File: src/rtl/elevator_scan_ctrl.sv
// ---------------------------------------------------------------------------
// elevator_scan_ctrl
//
// Clocked SCAN (collective) elevator controller. Floor calls are latched into
// a sticky pending mask, the car position is tracked from hoist arrival
// pulses, and calls are served in sweep order: the car keeps its direction
// while calls remain ahead of it. Each stop opens the door for DOOR_CYCLES
// cycles; an obstruction or a new call for the current floor restarts the
// dwell.
//
// Ports:
//   clk        in   system clock, rising edge
//   rst        in   asynchronous active-high reset
//   fr         in   floor request bits (level or 1-cycle pulse)
//   arrive     in   1-cycle pulse: car reached the adjacent floor
//   door_block in   door obstruction, holds the door open
//   state      out  FSM state: WAIT=00, DOOR=01, UP=10, DOWN=11
//   cur_floor  out  current car floor
//   pending    out  latched, unserved requests
//   door_open  out  high exactly while state==DOOR
//
// Handshake note: there is no valid/ready pair here. fr is sampled every
// cycle and is never back-pressured; arrive is a fire-and-forget pulse that
// is only acted on while moving (UP/DOWN).
// ---------------------------------------------------------------------------
module elevator_scan_ctrl #(
    parameter int N_FLOORS    = 8,
    parameter int FLOOR_W     = 3,
    parameter int DOOR_CYCLES = 4
) (
    input  logic                clk,
    input  logic                rst,
    input  logic [N_FLOORS-1:0] fr,
    input  logic                arrive,
    input  logic                door_block,
    output logic [1:0]          state,
    output logic [FLOOR_W-1:0]  cur_floor,
    output logic [N_FLOORS-1:0] pending,
    output logic                door_open
);

    typedef enum logic [1:0] {
        S_WAIT = 2'b00,
        S_DOOR = 2'b01,
        S_UP   = 2'b10,
        S_DOWN = 2'b11
    } state_t;

    localparam logic [FLOOR_W-1:0] TOP_FLOOR = FLOOR_W'(N_FLOORS - 1);
    localparam logic [FLOOR_W-1:0] BOT_FLOOR = '0;
    localparam logic [FLOOR_W-1:0] ONE_FLOOR = FLOOR_W'(1);
    localparam logic [7:0]         DOOR_LOAD = 8'(DOOR_CYCLES);

    state_t                r_state;
    logic [FLOOR_W-1:0]    r_floor;
    logic [N_FLOORS-1:0]   r_pending;
    logic [7:0]            r_timer;
    logic                  r_dir;      // 0 = up, 1 = down

    state_t                w_next_state;
    logic [FLOOR_W-1:0]    w_next_floor;
    logic [7:0]            w_next_timer;
    logic                  w_next_dir;
    logic [N_FLOORS-1:0]   w_req;
    logic [N_FLOORS-1:0]   w_clr;
    logic                  w_above;
    logic                  w_below;
    logic                  w_here;
    logic [FLOOR_W-1:0]    w_up_floor;
    logic [FLOOR_W-1:0]    w_dn_floor;

    function automatic logic any_above(input logic [N_FLOORS-1:0] v,
                                       input logic [FLOOR_W-1:0]  f);
        logic r;
        r = 1'b0;
        for (int i = 0; i < N_FLOORS; i++) begin
            if (i > int'(f) && v[i]) r = 1'b1;
        end
        return r;
    endfunction

    function automatic logic any_below(input logic [N_FLOORS-1:0] v,
                                       input logic [FLOOR_W-1:0]  f);
        logic r;
        r = 1'b0;
        for (int i = 0; i < N_FLOORS; i++) begin
            if (i < int'(f) && v[i]) r = 1'b1;
        end
        return r;
    endfunction

    // Same-cycle requests count, so a call arriving with arrive is a stop.
    assign w_req      = r_pending | fr;
    assign w_above    = any_above(w_req, r_floor);
    assign w_below    = any_below(w_req, r_floor);
    assign w_here     = w_req[r_floor];
    assign w_up_floor = r_floor + ONE_FLOOR;
    assign w_dn_floor = r_floor - ONE_FLOOR;

    always_comb begin
        w_next_state = r_state;
        w_next_floor = r_floor;
        w_next_timer = r_timer;
        w_next_dir   = r_dir;
        case (r_state)
            S_WAIT: begin
                if (w_here) begin
                    w_next_state = S_DOOR;
                    w_next_timer = DOOR_LOAD;
                end else if ((!r_dir && w_above) || (r_dir && !w_below && w_above)) begin
                    w_next_state = S_UP;
                    w_next_dir   = 1'b0;
                end else if (w_below) begin
                    w_next_state = S_DOWN;
                    w_next_dir   = 1'b1;
                end
            end
            S_UP: begin
                if (arrive) begin
                    if (r_floor == TOP_FLOOR) begin
                        // Top floor: no wrap, stop moving.
                        w_next_state = S_WAIT;
                    end else begin
                        w_next_floor = w_up_floor;
                        if (w_req[w_up_floor]) begin
                            w_next_state = S_DOOR;
                            w_next_timer = DOOR_LOAD;
                        end else if (!any_above(w_req, w_up_floor)) begin
                            w_next_state = S_WAIT;
                        end
                    end
                end
            end
            S_DOWN: begin
                if (arrive) begin
                    if (r_floor == BOT_FLOOR) begin
                        w_next_state = S_WAIT;
                    end else begin
                        w_next_floor = w_dn_floor;
                        if (w_req[w_dn_floor]) begin
                            w_next_state = S_DOOR;
                            w_next_timer = DOOR_LOAD;
                        end else if (!any_below(w_req, w_dn_floor)) begin
                            w_next_state = S_WAIT;
                        end
                    end
                end
            end
            S_DOOR: begin
                if (door_block || fr[r_floor]) begin
                    w_next_timer = DOOR_LOAD;
                end else if (r_timer <= 8'd1) begin
                    w_next_state = S_WAIT;
                    w_next_timer = 8'd0;
                end else begin
                    w_next_timer = r_timer - 8'd1;
                end
            end
            default: begin
                w_next_state = S_WAIT;
            end
        endcase
    end

    // The floor being served (entered or held in DOOR) is never left pending.
    always_comb begin
        w_clr = '0;
        if (w_next_state == S_DOOR) w_clr[w_next_floor] = 1'b1;
    end

    always_ff @(posedge clk or posedge rst) begin
        if (rst) begin
            r_state   <= S_WAIT;
            r_floor   <= '0;
            r_pending <= '0;
            r_timer   <= 8'd0;
            r_dir     <= 1'b0;
        end else begin
            r_state   <= w_next_state;
            r_floor   <= w_next_floor;
            r_pending <= (r_pending | fr) & ~w_clr;
            r_timer   <= w_next_timer;
            r_dir     <= w_next_dir;
        end
    end

    assign state     = r_state;
    assign cur_floor = r_floor;
    assign pending   = r_pending;
    assign door_open = (r_state == S_DOOR);

endmodule

File: config.mk
export PLATFORM = sky130hd
export DESIGN_NAME = elevator_scan_ctrl
export DESIGN_NICKNAME = d
export VERILOG_FILES = /design/src/rtl/elevator_scan_ctrl.sv
export SDC_FILE = /design/constraint.sdc
export NUM_CORES = 1
export LEC_CHECK = 0
export ABC_AREA = 1
export CAP_MARGIN = 0
export CELL_PAD_IN_SITES_DETAIL_PLACEMENT = 0
export CELL_PAD_IN_SITES_GLOBAL_PLACEMENT = 1
export CORE_ASPECT_RATIO = 0.6
export CORE_MARGIN = 2
export CORE_UTILIZATION = 39
export DETAILED_ROUTE_END_ITERATION = 6
export PLACE_DENSITY_LB_ADDON = 0.1
export SLEW_MARGIN = 40
export SYNTH_ARGS = -nofsm -noshare
export SYNTH_HDL_FRONTEND = slang
export SYNTH_SLANG_ARGS = --single-unit
File: constraint.sdc
create_clock -name clk -period 2.4 [get_ports clk]
set_input_delay 0.48 -clock clk [delete_from_list [all_inputs] [get_ports clk]]
set_output_delay 0.48 -clock clk [all_outputs]
set_load 0.03 [all_outputs]
* Word level (Yosys, flattened, before mapping) *
Index checks and enable logic that the tools add are counted.

storage, ports and cells
  register bits = 22

cells by class
  add/sub/neg operators = 3
  magnitude comparators = 34
  equality and inequality tests = 12
  multiplexer cells = 78
  bitwise gates (word level) = 4
  reductions and logical operators = 41

operators by type and width
  operator                                                                          number
  8-bit two-way mux                                                                 10
  1-bit two-way mux                                                                 43
  1-bit logical AND                                                                 32
  8-bit one-hot mux with 4 select lines                                             1
  2-bit two-way mux                                                                 13
  3-bit greater-than comparator, first input constant                               8
  3-bit less-than comparator, first input constant                                  6
  3-bit by 4-bit less-than comparator with 1-bit output, second input constant      4
  2-bit != test, second input constant                                              7
  1-bit binary-select mux with 3-bit select                                         4
  2-bit by 3-bit greater-than comparator with 1-bit output, first input constant    4
  1-bit by 3-bit less-than comparator with 1-bit output, first input constant       4
  2-bit by 3-bit less-than comparator with 1-bit output, first input constant       4
  3-bit two-way mux                                                                 4
  8-bit bitwise AND                                                                 1
  8-bit by 1-bit less-or-equal comparator with 1-bit output, second input constant  1
  8-bit NOT                                                                         1
  8-bit OR                                                                          1
  2-bit one-hot mux with 4 select lines                                             1
  8-bit by 1-bit subtractor with 8-bit output, second input constant                1
  7-bit AND reduction                                                               1
  1-bit by 3-bit greater-than comparator with 1-bit output, first input constant    2
  3-bit one-hot mux with 2 select lines                                             1
  2-bit by 1-bit == test with 1-bit output, second input constant                   2
  other kinds (13)                                                                  16

* Depth between registers and ports, before layout *
Gate-level depths: netlist (run 1).

  word-level depth = 23
  mapped depth = 18

* Least setup slack after synthesis (run 1) *
Ideal clock, no wire load.

  path kind = register to register
  start = register r_floor[0] (netlist: cur_floor[0])
  end = register r_pending[1] (netlist: pending[1])
  library setup time = 0.133 ns
  data arrival time = 2.254 ns
  required time = 2.267 ns
  slack = 0.013 ns
  cell stages (with the launch flop) = 16
  period minus slack after synthesis = 2.387 ns
  cells stage by stage = dfrtp_1 inv_2 buf_6 ha_1 buf_2 inv_1 o21ai_1 nand2_1 a21oi_1 nand2_1 nand2_1 nand2_1 nand3_1 nand2_2 nor2_8 a21oi_2

between the ends
  cells in the longest elaborated chain, start to end = 23

RTL lines
  what                                                                                                                               RTL line  text
  from (decl)                                                                                                                        55        logic [FLOOR_W-1:0] r_floor;
  from (signal assigned)                                                                                                             180       r_floor <= w_next_floor;
  3-bit by 1-bit subtractor with 3-bit output or 3-bit by 1-bit adder with 3-bit output (tied branches)                              98, 97
  1-bit by 3-bit less-than comparator with 1-bit output or 1-bit by 3-bit greater-than comparator with 1-bit output (tied branches)  87, 77
  1-bit logical AND, on equally long branches                                                                                        87, 77
  1-bit two-way mux, on equally long branches (7 in a row)                                                                           87, 77
  1-bit two-way mux, on equally long branches                                                                                        140, 125
  1-bit two-way mux, on equally long branches                                                                                        136, 120
  1-bit two-way mux, on equally long branches                                                                                        135, 119
  1-bit two-way mux                                                                                                                  105       case (r_state)
  [... 2 more ...]                                                                                                                   --
  2-bit two-way mux, on equally long branches                                                                                        136, 120
  2-bit two-way mux, on equally long branches                                                                                        135, 119
  2-bit one-hot mux with 4 select lines *                                                                                            105
  named net w_next_state[1]                                                                                                          60        state_t w_next_state;
  2-bit by 1-bit == test with 1-bit output *                                                                                         168       if (w_next_state == S_DOOR) w_clr[w_next_floor] = 1'b1;
  8-bit two-way mux *                                                                                                                168
  8-bit NOT *                                                                                                                        181       r_pending <= (r_pending | fr) & ~w_clr;
  8-bit bitwise AND *                                                                                                                181
  to (signal assigned)                                                                                                               181
  to (decl)                                                                                                                          56        logic [N_FLOORS-1:0] r_pending;

The timed path passes the listed nets; every way through them passes the cells marked *. The select of a mux whose other input is x is not followed.
A chain may end at the register's enable or synchronous reset.

* Worst setup path in the final report (run 1) *
  start = register r_floor[0] (netlist: cur_floor[0])
  end = register r_pending[7] (netlist: pending[7])

between the ends
  cells in the longest elaborated chain, start to end = 23

RTL lines
  what                                                                                                                               RTL line
  3-bit by 1-bit subtractor with 3-bit output or 3-bit by 1-bit adder with 3-bit output (tied branches)                              98, 97
  1-bit by 3-bit less-than comparator with 1-bit output or 1-bit by 3-bit greater-than comparator with 1-bit output (tied branches)  87, 77
  1-bit logical AND, on equally long branches                                                                                        87, 77
  1-bit two-way mux, on equally long branches (7 in a row)                                                                           87, 77
  1-bit two-way mux, on equally long branches                                                                                        140, 125
  1-bit two-way mux, on equally long branches                                                                                        136, 120
  1-bit two-way mux, on equally long branches                                                                                        135, 119
  1-bit two-way mux                                                                                                                  105
  2-bit two-way mux, on equally long branches                                                                                        143, 128
  2-bit two-way mux, on equally long branches                                                                                        140, 125
  2-bit two-way mux, on equally long branches                                                                                        136, 120
  2-bit two-way mux, on equally long branches                                                                                        135, 119
  2-bit one-hot mux with 4 select lines                                                                                              105
  2-bit by 1-bit == test with 1-bit output                                                                                           168
  8-bit two-way mux *                                                                                                                168
  8-bit NOT *                                                                                                                        181
  8-bit bitwise AND *                                                                                                                181

Mark *: on every way between the ends. The rest lies on a longest branch, timed or not. The select of a mux whose other input is x is not followed.

==> results.md, run 1 <==
- Setup crit start: cur_floor[0]
- Critical path peak fanout: 8
- Drt initial violations: between 200 and 250
- Crit path launch type: register
- GRT Max-Usage Layer: met1
- Slowest CP cell: dfrtp_1
- Final Cycle Share: a little over nine tenths
- Mapped Nets: 348
- Row cnt: 20
- N_diodes: 0
- Detailed placement HPWL: ~5.1 mm
- Layout cells sized above 1: ~17%
- Largest net degree at the start of global routing: 23
- Root Buffer: clkbuf_8
- Worst-skew pair later-pin latency: approximately 0.27 ns
- CTS H-tree lvls: 1
- CTS clk-pin slew, worst paths: approximately 0.09 ns
- Syn Inst Count: approximately 330
- Cts hold-fix bufs: 0
- Critical path depth: 12
- Buf/Inv on CP: 2
- R2R Path End: pending[7]
- Die Area: 5940 um^2
- Bufs on Longest Clock Path: 2
- Antenna Nets Post-Route: 0
- Area contributors post-synth: dfrtp_1, nand2_1, nor2_1, inv_1, ha_1
- Final setup skew: 0.00573 ns
- Drt drc: 0
- Cell breakdown of the critical path: inv_2 -> ha_1 -> inv_1 -> nand3_1 -> nand3_1 -> nand2_1 -> o21ai_0 -> nand2_1 -> nand2_1 -> nand2_2 -> nor2_8 -> a21oi_2
- Psw: roughly 1.9 mW
- Max stage delay on crit path: 0.43 ns
- Slew Limit Fails: 0
- RePlAce Congestion: approximately 0.92
- Clock power frac: about a tenth
- Total CTS buffers: 3
- Synth Flop Type: dfrtp_1
- Yosys warning count: 0
- Routed wire length: ~6.5 mm
- Fin crit period: about 2.3 ns
- Die Wd: 98.2 um
- Reg-to-reg startpoint: cur_floor[0]
- Synth-to-layout area growth: 27.5%
- Area leader, netlist: dfrtp_1
- Initial core utilization: between 40 and 50%
- Pwr/cell area: about 1300 nW/um^2
- Final-layout fill cell count: 533
- Vias in the first global route: 2,040
- # setup viols final: 0
- DR pass1 iterations: 4
- P_int: about 1.7 mW
- Drt via density: between 5 and 6
- IO Port Bufs: 25
- Logic pwr share: between 70% and 80%
- GR Util met2: 31.0%
- Most instantiated cells after synthesis: nand2_1, nor2_1, inv_1
- Final Hold Fails: 0
- Critical path type: reg2reg
- R2r setup slk: ~0.15 ns
- Worst hold path class: reg2reg
- Relative slew slack: roughly three quarters
- CP most frequent cell: nand2_1
- Mapped Area: between 2000 and 2500 um^2
- Count leader, synth: nand2_1
- Status: completed
- Maxcap violations: 0
- Flops & latches, synth: 22
- GRT Overall Usage: 22.8%
- Total Power: 3.55 mW
- Post-synth top area share: a little over a quarter
- Wire length per cell: roughly 15 um
- Tightest Pin Transition: between 0.3 and 0.4 ns
- Switching Fraction: 52.9%
- CTS tree: yes
- Syn Area/Cell: 6.37 um^2
- First-pass GRT wire length: around 10 mm
- Top cell family by delay on the critical path: simple AND/OR/NAND/NOR gates
- Count of different cell masters after synthesis: 37
- RSZ-0062 raised after global routing: no
- CP required: 2.55 ns
- Nets: slightly below 400
- Clock sink count: 22
- Sequential share of the synthesized area: about a quarter
- FFs w/ async S/R, synth: 100%
- Met3 Track Usage GR: under 10%
- Worst-case reg-to-reg path depth: 12
- Max Freq: between 400 and 500 MHz
- Critical path arrival: ~2.4 ns
- Peak supply drop: 0.496 mV
- IO Count: 26
- Post-synth EDFFs: 0
- CP Capture Point: pending[7]
- Routed vias: between 2k and 2.5k
- Met1 track demand over resource: a little under two fifths
- Die H: around 60 um
- Congestion Overflow GR: 0
- Core box area: roughly 5100 um^2
- Leak pwr: roughly 1.4 nW
- Fin util: around half
- Seq pwr share: between 15 and 20%
- Initial antenna violation count: 0
- Worst setup EP type: register
==> registers in the layout, indices dropped and copies added (netlist names) <==
signal and count:
pending 8, r_timer 8, cur_floor 3, state 2
r_dir 1
==> per-layer routing <==
layer  routed length (um)  part of all wire (%)
met1                 3490                    54
met2                 2320                    36
met3                  591                   9.1
met4                   52                  0.80
met5                    0                     0
==> power groups by stage <==
| stage | registers, mW | logic, mW | clock network, mW |
|---|---|---|---|
| final | 0.620 | 2.57 | 0.363 |
| after global routing | 0.634 | 2.85 | 0.385 |
| after CTS | 0.616 | 2.48 | 0.368 |
| after detailed placement | 0.618 | 2.47 | 0 |
| after global placement | 0.624 | 2.49 | 0 |
| after floorplan | 0.756 | 1.52 | 0 |
==> metrics by stage <==
step	area, um^2	worst slack (ns)	hold slack (ns)	instances	setup TNS, ns
finish	2650	0.146	0.493	441	0
global route	2650	0.000986	0.542	441	0
CTS	2620	0.135	0.497	440	0
detailed placement	2550	-0.0771	0.476	436	-0.551
global placement	2550	-0.0968	0.460	436	-1.04
floorplan	2080	0.0133	0.442	326	0
==> worst reg2reg max path, delay by kind of cell (launching register included) <==
family,cells,cell delay (ns)
compound gates,2,0.29
fa+ha+maj,1,0.37
buf+inv,2,0.27
flops,1,0.43
simple gates,7,0.77
==> layout by cell type (no fill, tap or decap), types with 2 or more instances in the layout <==
master / synthesis / routed
a21o_1: 2 / 2
a21oi_1: 7 / 7
a21oi_2: 10 / 10
buf_4: 1 / 24
clkbuf_8: 0 / 3
clkdlybuf4s50_1: 0 / 25
dfrtp_1: 22 / 21
ha_1: 10 / 9
inv_1: 36 / 36
inv_2: 3 / 3
nand2_1: 108 / 108
nand2_2: 4 / 4
nand3_1: 20 / 20
nor2_1: 49 / 48
nor2_2: 3 / 4
nor2_4: 3 / 3
nor3_1: 3 / 3
nor4_1: 2 / 2
o21ai_0: 9 / 9
o21ai_1: 8 / 8
or2_1: 2 / 2
xor2_1: 5 / 5
==> worst min path at each step <==
stage	start	to	slack (ns)	cells after the start
CTS	r_dir	r_dir	0.50	2
global placement	r_dir	r_dir	0.46	2
finish	r_dir	r_dir	0.49	2
floorplan	r_dir	r_dir	0.44	2
global route	r_dir	r_dir	0.54	2
detailed placement	r_dir	r_dir	0.48	2
==> area by class of cell <==
| cell class | count | area [um^2] | area share (%) |
|---|---|---|---|
| inverters | 41 | 156 | 5.90 |
| well taps | 66 | 82.6 | 3.12 |
| clock buffers | 3 | 41.3 | 1.56 |
| multi-input cells | 258 | 1350 | 50.8 |
| clock inverters | 1 | 30.0 | 1.13 |
| repair buffers | 50 | 442 | 16.7 |
| flip-flops and latches | 22 | 552 | 20.8 |
==> what timing repair did <==
| action | CTS | global route |
|---|---|---|
| buffers inserted | 0 | 1 |
| endpoints found under the hold margin | 0 | 0 |
| setup endpoints to repair | 0 | 8 |
| resized for setup | 0 | 4 |
==> cell families (layout without fill, tap and decap cells) <==
| logic type | Yosys count | in the layout | synth area share [%] |
|---|---|---|---|
| AND/OR/NAND/NOR | 198 | 198 | 41.1 |
| flip-flops | 22 | 22 | 26.5 |
| XOR/XNOR | 6 | 6 | 2.89 |
| adder cells (fa/ha/maj) | 10 | 10 | 6.02 |
| buffers and inverters | 46 | 95 | 9.46 |
| AO/OA/AOI/OAI | 44 | 44 | 14.0 |
Power figures use the tool's default switching activity.
==> inputs of run 2 (changes only) <==
--- a/config.mk
+++ b/config.mk
@@ -11,7 +11,8 @@
 export CELL_PAD_IN_SITES_GLOBAL_PLACEMENT = 1
 export CORE_ASPECT_RATIO = 0.6
 export CORE_MARGIN = 2
-export CORE_UTILIZATION = 39
+export CORE_UTILIZATION = 42
+export CTS_CLUSTER_SIZE = 12
 export DETAILED_ROUTE_END_ITERATION = 6
 export PLACE_DENSITY_LB_ADDON = 0.1
 export SLEW_MARGIN = 40
==> constraint.sdc (replaced) <==
create_clock -name clk -period 2.8 [get_ports clk]
set_input_delay 0.56 -clock clk [delete_from_list [all_inputs] [get_ports clk]]
set_output_delay 0.56 -clock clk [all_outputs]
set_load 0.03 [all_outputs]
==> run 2 against run 1 <==
Net effect: clock skew down 0.0011 ns; register-to-register slack improved by 0.33 ns; cell count down 4.3%; via count fell by 4.0%; global-route usage increased by 2.5 points; clock power shrank 15%; critical path type is now in2reg; highest routed layer unchanged.
==> results.md, run 2 (synthesized netlist as in run 1, its figures left out) <==
- Layout cells sized above 1: 12.0% (-4.6 points)
- Synth-to-layout area growth: 20.6%
- Fin crit period: between 2 and 2.5 ns
- Setup crit start: fr[3]
- First-pass GRT wire length: 10.6 mm (+1.4%)
- CP required: 2.96 ns (+0.41 ns)
- Cts hold-fix bufs: 0 (unchanged)
- Root Buffer: clkbuf_8
- Setup TNS: 0 ns (unchanged)
- Final setup skew: 0.00458 ns (-0.00114 ns)
- Fin util: 53.8% (+1.9 points)
- Routed vias: 2,187 (-4.0%)
- Setup bufs post-CTS: 0 (unchanged)
- Drt via density: 5.18 (+0.37%)
- Slew Limit Fails: 0 (unchanged)
- GRT Overall Usage: 25.3% (+2.5 points)
- Post-route cell area: 2500 um^2 (-5.4%)
- Commonest non-fill, non-tap cell in the layout: nand2_1
- Critical path arrival: 2.54 ns (+0.14 ns)
- Hold path startpoint: r_dir
- Die Area: 5540 um^2 (-6.8%)
- Reg-to-reg startpoint: cur_floor[1]
- Routed wire length: 6.46 mm (about the same)
- Worst setup EP type: register
- Critical path peak fanout: 8 (unchanged)
- CTS clk-pin slew, worst paths: 0.09 ns (about the same)
- Detailed placement HPWL: 5.10 mm (+0.44%)
- Congestion Overflow GR: 0 (unchanged)
- Max Freq: roughly 420 MHz
- DR pass1 iterations: 5 (+1)
- Relative slew slack: 73.8% (-2.1 points)
- Final-layout fill cell count: 489 (-8.3%)
- Die H: 58.5 um (-3.4%)
- Die Wd: 94.8 um (-3.5%)
- RSZ-0062 raised after global routing: no
- N_diodes: 0 (unchanged)
- Critical path type: in2reg
- Leak pwr: 1.27 nW (-5.9%)
- Nets: 382 (-4.0%)
- Maxcap violations: 0 (unchanged)
- Area used by multi-input combinational logic: 1330 um^2 (-1.1%)
- Wire length per cell: 15.3 um (+4.5%)
- RePlAce Congestion: 0.909 (-0.98%)
- IO Count: 26 (unchanged)
- Bufs on Longest Clock Path: 2 (unchanged)
- Vias in the first global route: 1,973 (-3.3%)
- Pre-CTS WS: 0.189 ns (+0.266 ns)
- Clock sink count: 22 (unchanged)
- Final setup margin: 0.416 ns (+0.271 ns)
- Pwr/cell area: 1170 nW/um^2 (-13%)
- Total Power: 2.92 mW (-18%)
- Initial antenna violation count: 0 (unchanged)
- Final Cycle Share: a little under nine tenths
- Peak supply drop: 0.449 mV (-9.6%)
- Worst-skew pair later-pin latency: 0.27 ns (about the same)
- Drt initial violations: 220 (-3.1%)
- Crit path launch type: primary input
- # resized after CTS: 0 (unchanged)
- # setup viols final: 0 (unchanged)
- Area occupied by registers: 551 um^2 (-0.23%)
- CTS tree: yes
- Drt drc: 0 (unchanged)
- Worst hold path class: reg2reg
- Tightest Pin Transition: 0.392 ns (+0.0309 ns)
- Row cnt: 19 (-5.0%)
- Antenna Nets Post-Route: 0 (unchanged)
- IO Port Bufs: 25 (unchanged)
- CTS H-tree lvls: 1 (unchanged)
- Largest net degree at the start of global routing: 23 (unchanged)
- Status: completed
- Core box area: 4660 um^2 (-8.7%)
- Final Hold Fails: 0 (unchanged)
- Most frequent cells in the layout: nand2_1, nor2_1, inv_1
- Total CTS buffers: 3 (unchanged)
- Area after DPL: 2430 um^2 (-4.6%)
- Initial core utilization: 44.6% (+3.9 points)
-- run 2: cell types whose count changed in the layout (fill, tap and decap cells not counted) --
cell	previous run	this run
dfrtp_1	21	22
nor2_1	48	49
ha_4	1	0
buf_4	24	9
buf_6	1	0
dfrtp_2	1	0
nor2_2	4	3
ha_1	9	10
-- run 2: worst max-delay path, stage by stage --
cell and delay, ns:
clkdlybuf4s50_1 0.43, nor2_1 0.33, inv_1 0.14, nand2_1 0.09, nand2_1 0.05, nor2_1 0.11, nand3_1 0.14, nand2_1 0.12
nand2_1 0.06, nand2_1 0.08, nand2_2 0.11, nor2_8 0.20, a21oi_2 0.09
-- run 2: final timing paths --
kind	end	slack (ns)	cells after the start
worst max-delay path	pending[5]	0.42	13
worst min-delay path	r_dir	0.48	2
worst max register to register	pending[5]	0.48	15
worst min register to register	r_dir	0.48	2
max in group asynchronous	cur_floor[0]	1.90	3
min in group asynchronous	r_timer[1]	0.65	3
-- run 2: layout make-up --
| type | instances | share of cell area (%) |
|---|---|---|
| clock inverter | 1 | 1.20 |
| multi-input combinational | 258 | 53.1 |
| inverter | 41 | 6.24 |
| timing repair buffer | 34 | 12.7 |
| tap | 63 | 3.15 |
| clock buffer | 3 | 1.65 |
| sequential | 22 | 22.0 |
-- run 2: power breakdown --
part / switching, mW / internal [mW]
clock network: 0.119 / 0.191
registers: 0.110 / 0.420
logic: 1.38 / 0.705
total: 1.61 / 1.32
-- run 2: routing by layer --
layer  share of wire, %  track usage, %
met1                 54            44.6
met2                 36            31.5
met3                9.3            4.10
met4               0.46            2.69
met5                  0               0
-- run 2: through the flow --
step,cells,hold slack (ns)
floorplan,326,0.442
global placement,418,0.463
detailed placement,418,0.464
CTS,422,0.485
global route,422,0.553
finish,422,0.481
